===== src/rtl/grf_wb_pkg.sv =====
// rtl/grf_wb_pkg.sv - shared types for GRF writeback arbitration
package grf_wb_pkg;

  localparam logic [4:0] REG_ZERO = 5'd0;

  typedef enum logic {
    SRC_PIPE = 1'b0,
    SRC_MDU  = 1'b1
  } wb_src_e;

  typedef struct packed {
    logic [4:0]  wa;
    logic [31:0] wd;
    logic [31:0] pc;
  } wb_req;

  function automatic logic [31:0] reg_onehot(input logic [4:0] wa);
    reg_onehot = 32'd1 << wa;
  endfunction

endpackage


===== src/rtl/wb_fifo.sv =====
// rtl/wb_fifo.sv - synchronous FIFO of MDU writeback requests with per-entry taps
module wb_fifo
  import grf_wb_pkg::*;
#(
  parameter int DEPTH = 2
) (
  input  logic                  clk,
  input  logic                  reset,
  input  logic                  push,
  input  wb_req                 push_data,
  input  logic                  pop,
  output wb_req                 head,
  output logic                  full,
  output logic                  empty,
  output logic [DEPTH-1:0]      entry_valid,
  output logic [DEPTH-1:0][4:0] entry_wa
);

  localparam int PW = $clog2(DEPTH);
  localparam logic [PW:0] FULL_CNT = DEPTH[PW:0];

  wb_req         mem [DEPTH];
  logic [PW-1:0] wr_ptr;
  logic [PW-1:0] rd_ptr;
  logic [PW:0]   count;
  logic          do_push;
  logic          do_pop;

  assign full    = (count == FULL_CNT);
  assign empty   = (count == '0);
  assign do_push = push && !full;
  assign do_pop  = pop && !empty;
  assign head    = mem[rd_ptr];

  // Pointers wrap naturally because DEPTH is a power of two.
  always_ff @(posedge clk or negedge reset) begin
    if (!reset) begin
      wr_ptr <= '0;
      rd_ptr <= '0;
      count  <= '0;
    end else begin
      if (do_push) wr_ptr <= wr_ptr + 1'b1;
      if (do_pop)  rd_ptr <= rd_ptr + 1'b1;
      case ({do_push, do_pop})
        2'b10:   count <= count + 1'b1;
        2'b01:   count <= count - 1'b1;
        default: count <= count;
      endcase
    end
  end

  always_ff @(posedge clk) begin
    if (do_push) mem[wr_ptr] <= push_data;
  end

  // An entry is live when its distance from the read pointer is below count.
  always_comb begin
    entry_valid = '0;
    entry_wa    = '0;
    for (int i = 0; i < DEPTH; i++) begin
      entry_wa[i]    = mem[i].wa;
      entry_valid[i] = ({1'b0, PW'(i) - rd_ptr} < count);
    end
  end

endmodule


===== src/rtl/grf_wb_arbiter.sv =====
// rtl/grf_wb_arbiter.sv - arbitrates the GRF write port between pipeline WB and the MDU
module grf_wb_arbiter
  import grf_wb_pkg::*;
#(
  parameter int FIFO_DEPTH = 2,
  parameter int MAX_WAIT   = 4
) (
  input  logic        clk,
  input  logic        reset,
  input  logic        pipe_valid,
  output logic        pipe_ready,
  input  logic [4:0]  pipe_wa,
  input  logic [31:0] pipe_wd,
  input  logic [31:0] pipe_pc,
  input  logic        mdu_valid,
  output logic        mdu_ready,
  input  logic [4:0]  mdu_wa,
  input  logic [31:0] mdu_wd,
  input  logic [31:0] mdu_pc,
  output logic        grf_we,
  output logic [4:0]  grf_wa,
  output logic [31:0] grf_wd,
  output logic [31:0] grf_pc,
  output logic [31:0] mdu_busy_mask
);

  localparam int CW = $clog2(MAX_WAIT + 1);
  localparam logic [CW-1:0] WAIT_LIM = CW'(MAX_WAIT);

  logic                       fifo_full;
  logic                       fifo_empty;
  wb_req                      fifo_head;
  wb_req                      mdu_req;
  logic [FIFO_DEPTH-1:0]      ent_valid;
  logic [FIFO_DEPTH-1:0][4:0] ent_wa;
  logic                       sel_mdu;
  logic [CW-1:0]              starve_cnt;
  wb_src_e                    out_src;

  assign mdu_req    = '{wa: mdu_wa, wd: mdu_wd, pc: mdu_pc};
  assign mdu_ready  = !fifo_full;
  assign sel_mdu    = !fifo_empty && (!pipe_valid || starve_cnt >= WAIT_LIM);
  assign pipe_ready = !sel_mdu;

  wb_fifo #(.DEPTH(FIFO_DEPTH)) u_fifo (
    .clk         (clk),
    .reset       (reset),
    .push        (mdu_valid),
    .push_data   (mdu_req),
    .pop         (sel_mdu),
    .head        (fifo_head),
    .full        (fifo_full),
    .empty       (fifo_empty),
    .entry_valid (ent_valid),
    .entry_wa    (ent_wa)
  );

  always_ff @(posedge clk or negedge reset) begin
    if (!reset) begin
      starve_cnt <= '0;
    end else if (fifo_empty || sel_mdu) begin
      starve_cnt <= '0;
    end else if (pipe_valid && starve_cnt < WAIT_LIM) begin
      starve_cnt <= starve_cnt + 1'b1;
    end
  end

  // $0 writes still move through the stage so the handshake completes, but never assert WE.
  always_ff @(posedge clk or negedge reset) begin
    if (!reset) begin
      grf_we  <= 1'b0;
      grf_wa  <= '0;
      grf_wd  <= '0;
      grf_pc  <= '0;
      out_src <= SRC_PIPE;
    end else if (sel_mdu) begin
      grf_we  <= (fifo_head.wa != REG_ZERO);
      grf_wa  <= fifo_head.wa;
      grf_wd  <= fifo_head.wd;
      grf_pc  <= fifo_head.pc;
      out_src <= SRC_MDU;
    end else if (pipe_valid) begin
      grf_we  <= (pipe_wa != REG_ZERO);
      grf_wa  <= pipe_wa;
      grf_wd  <= pipe_wd;
      grf_pc  <= pipe_pc;
      out_src <= SRC_PIPE;
    end else begin
      grf_we  <= 1'b0;
    end
  end

  always_comb begin
    mdu_busy_mask = '0;
    for (int i = 0; i < FIFO_DEPTH; i++) begin
      if (ent_valid[i]) mdu_busy_mask = mdu_busy_mask | reg_onehot(ent_wa[i]);
    end
    if (grf_we && out_src == SRC_MDU) mdu_busy_mask = mdu_busy_mask | reg_onehot(grf_wa);
    mdu_busy_mask = mdu_busy_mask & ~reg_onehot(REG_ZERO);
  end

endmodule


===== config.mk =====
export PLATFORM = sky130hd
export DESIGN_NAME = grf_wb_arbiter
export DESIGN_NICKNAME = d
export VERILOG_FILES = /design/src/rtl/grf_wb_pkg.sv /design/src/rtl/wb_fifo.sv /design/src/rtl/grf_wb_arbiter.sv
export SDC_FILE = /design/constraint.sdc
export NUM_CORES = 1
export LEC_CHECK = 0
export CAP_MARGIN = 15
export CORE_UTILIZATION = 35
export CTS_BUF_LIST = sky130_fd_sc_hd__clkbuf_4
export DETAILED_ROUTE_END_ITERATION = 10
export GPL_TIMING_DRIVEN = 0
export HOLD_SLACK_MARGIN = 0.05
export PLACE_DENSITY = 0.6
export SKIP_LAST_GASP = 1
export SLEW_MARGIN = 5
export SYNTH_ARGS = -nofsm -noshare
export SYNTH_HDL_FRONTEND = slang
export SYNTH_HIERARCHICAL = 1
export SYNTH_SLANG_ARGS = --single-unit

===== constraint.sdc =====
create_clock -name clk -period 3.7 [get_ports clk]
set_clock_uncertainty 0.05 [all_clocks]
set_input_delay 0.74 -clock clk [delete_from_list [all_inputs] [get_ports clk]]
set_output_delay 0.74 -clock clk [all_outputs]
set_load 0.02 [all_outputs]

Word level (Yosys, flattened, before mapping)
Memory sizes are Yosys's and may differ from the RTL's.
Cells that the tools add are included.
{"block": "op_classes", "n_div": 0, "n_addsub": 7, "shift": 3, "n_reduce_logical": 17, "mul": 0, "eq_ne": 3, "mux": 18, "n_lt_le_gt_ge": 4, "n_bitwise": 2}
{"cell": "32-bit 2-to-1 mux", "count": 7}
{"cell": "1-bit by 5-bit << shifter with 32-bit output, first input constant", "count": 3}
{"cell": "32-bit OR", "count": 2}
{"cell": "5-bit 2-to-1 mux", "count": 2}
{"cell": "5-bit nonzero test", "count": 2}
{"cell": "1-bit 2-to-1 mux", "count": 6}
{"cell": "3-bit 2-to-1 mux", "count": 2}
{"cell": "2-bit nonzero test", "count": 3}
{"cell": "1-bit logical AND", "count": 5}
{"cell": "2-bit == test, second input constant", "count": 2}
{"cell": "1-bit logical NOT", "count": 4}
{"cell": "1-bit by 2-bit < comparator with 1-bit output", "count": 2}
{"cell": "2-bit case mux with 2 select lines", "count": 1}
{"cell": "3-bit by 1-bit adder with 3-bit output, second input constant", "count": 1}
{"cell": "3-bit >= comparator, second input constant", "count": 1}
{"cell": "3-bit < comparator, second input constant", "count": 1}
{"cell": "1-bit adder, second input constant", "count": 2}
{"cell": "2-bit by 1-bit adder with 2-bit output, second input constant", "count": 1}
{"cell": "2-bit by 1-bit == test with 1-bit output, second input constant", "count": 1}
{"cell": "2-bit logical NOT", "count": 1}
{"cell": "1-bit logical OR", "count": 2}
{"cell": "1-bit subtractor, first input constant", "count": 2}
{"cell": "2-bit by 1-bit subtractor with 2-bit output, second input constant", "count": 1}
{"block": "totals", "out_inout_bits": 104, "regBits": 78, "in_bits": 142, "latch_bits": 0, "memories": 1, "rom_bits": 0, "word_cells": 64, "mem_bits_rw": 138}
{"memory": "u_fifo.mem", "words": 2, "word_bits": 69, "rd": 3, "rd_clocked_by_memory_dff": 0, "write_ports": 1, "line": "wb_fifo.sv:22", "text": "wb_req mem [DEPTH];"}

Logic depth before layout (Yosys ltp)
{"block": "logic_depth", "word_depth": 7, "mapped_depth": 11, "depth_no_buf": 8}

By module
The synthesis kept the hierarchy.
{"mod": "wb_fifo", "seq_area_each_um2": 4244.1, "n_inst": 1, "area_each_um2": 5559.1, "cells_per_inst": 246}
{"mod": "grf_wb_arbiter", "seq_area_each_um2": 1851.8, "n_inst": 1, "area_each_um2": 4888.4, "cells_per_inst": 390}

Least setup slack after synthesis
OpenSTA, ideal clock, no wires.
{"block": "synth_path", "kind": "input-to-reg", "from": "input port mdu_valid", "to": "memory u_fifo/mem[0][0] in the netlist's numbering, enable pin", "t_arrival_ps": 3716, "t_required_ps": 3154, "path_buffers": 0, "stages": 2, "setup_time_ps": 496, "path_slack_ps": -563, "path_cell_list": "nand2_1 nor2_1"}
{"block": "synth_via", "elab_chain_len": 3}
{"item": "start, declared", "line": "grf_wb_arbiter.sv:15", "text": "input logic mdu_valid,"}
{"item": "1-bit logical AND", "line": "wb_fifo.sv:31", "text": "assign do_push = push && !full;"}
{"item": "1-bit 2-to-1 mux", "line": "wb_fifo.sv:53", "text": "if (do_push) mem[wr_ptr] <= push_data;"}
{"item": "1-bit 2-to-1 mux (not written as such)", "line": "wb_fifo.sv:53"}
{"item": "end, declared", "line": "wb_fifo.sv:22"}
No other way between the ends.

Worst setup path in the final report
{"block": "layout_path", "from": "register u_fifo.rd_ptr", "to": "output port mdu_busy_mask[3]"}
{"block": "layout_via", "elab_cells_between_ends": 9, "cone_classes": "add/sub: 2; order compare: 2; mux: 3; bitwise: 2"}
{"item": "start, declared", "line": "wb_fifo.sv:24", "text": "logic [PW-1:0] rd_ptr;"}
{"item": "start signal, assigned", "line": "wb_fifo.sv:43", "text": "if (do_pop) rd_ptr <= rd_ptr + 1'b1;"}
{"item": "1-bit subtractor *", "line": "wb_fifo.sv:62", "text": "entry_valid[i] = ({1'b0, PW'(i) - rd_ptr} < count);"}
{"item": "1-bit by 2-bit < comparator with 1-bit output *", "line": "wb_fifo.sv:62"}
{"item": "named net ent_valid[1]", "line": "grf_wb_arbiter.sv:34", "text": "logic [FIFO_DEPTH-1:0] ent_valid;"}
{"item": "32-bit 2-to-1 mux *", "line": "grf_wb_arbiter.sv:96", "text": "if (ent_valid[i]) mdu_busy_mask = mdu_busy_mask | reg_onehot(ent_wa[i]);"}
{"item": "32-bit OR", "line": "grf_wb_arbiter.sv:98", "text": "if (grf_we && out_src == SRC_MDU) mdu_busy_mask = mdu_busy_mask | reg_onehot(grf_wa);"}
{"item": "32-bit 2-to-1 mux *", "line": "grf_wb_arbiter.sv:98"}
{"item": "end, declared", "line": "grf_wb_arbiter.sv:24", "text": "output logic [31:0] mdu_busy_mask"}
The timed path passes the listed nets; every way through them passes the cells marked *.

==> impl_metrics.py <==
metrics = {
    "clocking": {
        "cts_tree": "yes",
        "cts-root-buf": "clkbuf_4",
        "clock-sinks": 216,
        "path_clk_slew_ns": 0.06,
        "clk_latency_ns": 0.66,
        "cts-buffers-inserted": 60,
        "htree_levels": 2,
        "clock_path_buffers": 3,
    },
    "yosys": {
        "async_reset_ff_share_pct": 36.1,
        "synth-compound-area-share_pct": 2.75,
        "synth_top_family_by_area": "multiplexers",
        "ys_ff_latch": 216,
        "synth_xor_area_share_pct": 0.419,
        "synth_top_flop_cell": "edfxtp_1",
        "yosys-top-cells-area": "edfxtp_1, mux2_4, dfrtp_1",
        "yosysSeqAreaShare_pct": 58.3,
        "yosys.area_share.simple_pct": 6.32,
        "synth_cells": 636,
        "ys.warnings.count": 6,
        "syn_area_per_cell_um2": 16.4,
        "synth-edff-count": 138,
        "ys_types": 46,
        "yosys.area.top_type": "edfxtp_1",
        "syn_area_um2": 10400,
        "synth_adder_area_share_pct": 0.240,
        "synth.top_cell.area_share_pct": 39.7,
        "synth.area.mux_share_pct": 27.2,
        "syn-num-nets": 780,
    },
    "power_and_ir_drop": {
        "pwr-share-comb_pct": 44.7,
        "p_int_uw": 7240,
        "p_leak_uw": 0.00614,
        "p_seq_share_pct": 35.3,
        "power_density_nw_per_um2": 749,
        "clkPwrFrac_pct": 20.0,
        "peakVddDrop_mv": 0.378,
        "p_sw_uw": 3500,
        "swShare_pct": 32.6,
    },
    "finish": {
        "num-fill-cells": 2581,
        "final_common_cell": "clkdlybuf4s50_1",
        "most-common-layout-cells": "clkdlybuf4s50_1, edfxtp_1, mux2_4",
        "drive_gt1_share_pct": 36.8,
        "post-route-util_pct": 49.5,
        "finalNetCount": 1090,
        "syn_to_final_growth_pct": 37.4,
    },
    "worst_setup_path": {
        "critical_path.cell_chain": "buf_6 -> buf_6 -> a21o_1 -> clkbuf_2 -> nor4b_2 -> a22oi_1 -> nand2_1 -> clkdlybuf4s50_1",
        "path_class": "flop to output port",
        "required_ns": 2.91,
        "cp_max_fo": 10,
        "critPathLaunchType": "flop",
        "endpoint_kind": "output port",
        "arrival_ns": 2.79,
        "slowest_stage": "clkdlybuf4s50_1",
        "crit_buf_inv": 4,
        "cp_top_family": "buffers and inverters",
        "cpMostUsedCell": "buf_6",
        "cp-startpoint": "u_fifo/rd_ptr$_DFFE_PN0P_",
        "rrSetupSlack_ns": 1.46,
        "cp_slowest_stage_delay_ns": 0.61,
        "rr_worst_depth": 9,
        "regToRegStartpoint": "u_fifo/count[0]$_DFFE_PN0P_",
        "regToRegEndpoint": "u_fifo/count[1]$_DFFE_PN0P_",
    },
    "sta": {
        "post-route-min-period_ns": 3.58,
        "period_share_pct": 96.8,
        "tightest_slew_ns": 0.590,
        "slew_viol_final": 0,
        "max_slew_margin_pct": 60.6,
        "whs_ns": 0.392,
        "fin_ws_ns": 0.118,
        "setup_viol": 0,
        "rsz0062_at_grt": "yes",
        "timing.fmax_ghz": 0.279,
        "finalHoldViolations": 0,
    },
    "global_routing": {
        "first_global_vias": 6937,
        "antenna_found_initial": 2,
        "grt_pass1_wl_mm": 39.3,
        "grt_max_degree": 44,
        "grt_usage_pct": 16.8,
        "grt_overflow": 0,
    },
    "floorplanning": {
        "io_pins": 246,
        "start_util_pct": 36.0,
        "num_rows": 62,
        "die_y_um": 175,
        "core-area_um2": 29000,
        "die_x_um": 175,
        "die_area_um2": 30500,
    },
    "placed_design": {
        "dp_slack_ns": 0.165,
        "dp_hpwl_mm": 17.6,
        "io_buffers": 243,
        "gp_congestion": 0.848,
    },
    "detailed_routing": {
        "vias": 6447,
        "avgViaCountPerCell": 4.68,
        "first_pass_iters": 5,
        "drc": 0,
        "ant_nets": 0,
        "wl_mm": 25.2,
        "drtIter0Drc": 336,
        "detail_route.wl_per_cell_um": 18.3,
    },
    "hold_path": {
        "hp-start": "starve_cnt[0]$_DFFE_PN0P_",
        "holdPathEnd": "starve_cnt[0]$_DFFE_PN0P_",
        "hold_path_depth": 1,
        "min_path_type": "flop to flop",
    },
    "status": {
        "status": "finished, final reports clean",
    },
    "job": {
        "cap_violations": 0,
    },
}
metrics by stage:
| stage | setup TNS (ns) | area [um2] | total power (uW) | std cells |
|---|---|---|---|---|
| finish | 0 | 14400 | 10700 | 1379 |
| CTS | -0.0253 | 14300 | 10900 | 1376 |
| detailed placement | 0 | 13500 | 8690 | 1268 |
| floorplan | 0 | 10500 | 6880 | 636 |
| global placement | -274.31 | 13400 | 8610 | 1263 |
| global route | -0.0999 | 14400 | 11400 | 1379 |
power groups by stage:
stage          logic [uW]  clock network, uW  registers (uW)
2_1_floorplan        2620                  0            4260
3_3_place_gp         4740                  0            3870
3_5_place_dp         4860                  0            3830
4_1_cts              4880               2250            3800
5_1_grt              5110               2370            3880
6_report             4810               2150            3790
final cells by class:
type                    count  area [um2]  share of cell area, %
flip-flops and latches    216        6100                   42.5
multi-input cells         369        3920                   27.3
repair buffers            252        2610                   18.2
clock buffers              96         721                   5.02
well taps                 384         480                   3.35
plain buffers              42         453                   3.16
clock inverters            14        58.8                  0.410
inverters                   5        18.8                  0.131
diodes                      1        2.50                 0.0174
cell usage after synthesis (2+ instances only):
master      n
edfxtp_1  138
mux2_4    134
dfrtp_1    78
mux2_2     70
nand2_1    51
a22oi_1    30
buf_6      16
buf_4      11
buf_12      8
clkbuf_1    8
nor2_1      8
and3b_1     7
nor3b_1     7
o21ai_0     6
and3_1      4
and4b_1     4
inv_1       4
nor2b_1     4
xnor2_1     4
and2_1      3
mux2_1      3
nand2b_1    3
nand4_1     3
nor3_1      3
a21o_1      2
and4_1      2
and4bb_2    2
buf_2       2
ha_1        2
nand2b_4    2
or4_1       2
registers in the layout (all words and copies together), names as in the netlist:
register / flops
starve_cnt: 3
u_fifo/wr_ptr: 1
grf_wd: 32
grf_we: 1
u_fifo/rd_ptr: 1
u_fifo/mem: 138
grf_wa: 5
u_fifo/count: 2
out_src: 1
grf_pc: 32
how the worst max path moves through the flow:
stage / endpoint / slack [ns] / depth (start not counted)
final: mdu_busy_mask[3] / 0.12 / 8
after global routing: mdu_busy_mask[3] / -0.1 / 8
after CTS: mdu_busy_mask[5] / -0.03 / 8
after detailed placement: mdu_busy_mask[5] / 0.17 / 8
after global placement: grf_wd[25]$_DFFE_PN0P_ / -1.62 / 1
after floorplan: u_fifo/mem[0][0]$_DFFE_PP_ / 0.59 / 2
worst register-to-register path, delay by kind of cell (launching register included):
kind	cells	cell delay, ns
xor+xnor	1	0.16
fa+ha+maj	1	0.32
buf+inv	3	0.41
flops	1	0.45
simple gates	4	0.78
routing by layer:
layer  up-vias  GRT usage (%)  wire length (um)
met1      3111           21.6             10900
met2       248           26.9             11900
li1       3041              -                 -
met4         2           5.04               403
met5         -              0                12
met3        45           5.37              2070
repair_timing:
item / in CTS / in global routing
setup buffers: 0 / 3
setup endpoints to repair: 31 / 19
resized for setup: 14 / 16
hold endpoints to repair: 35 / 0
hold buffers: 1 / 0
cells by family (layout without fill, tap and decap cells):
kind of cell             Yosys count  count (layout)
buffers and inverters             51             409
other                              1               2
AND/OR/NAND/NOR                  113             113
multiplexers                     208             208
flip-flops                       216             216
AO/OA/AOI/OAI                     40              40
XOR/XNOR                           5               5
adder cells (fa/ha/maj)            2               2
Note: power is estimated with default switching activity, not from simulation.
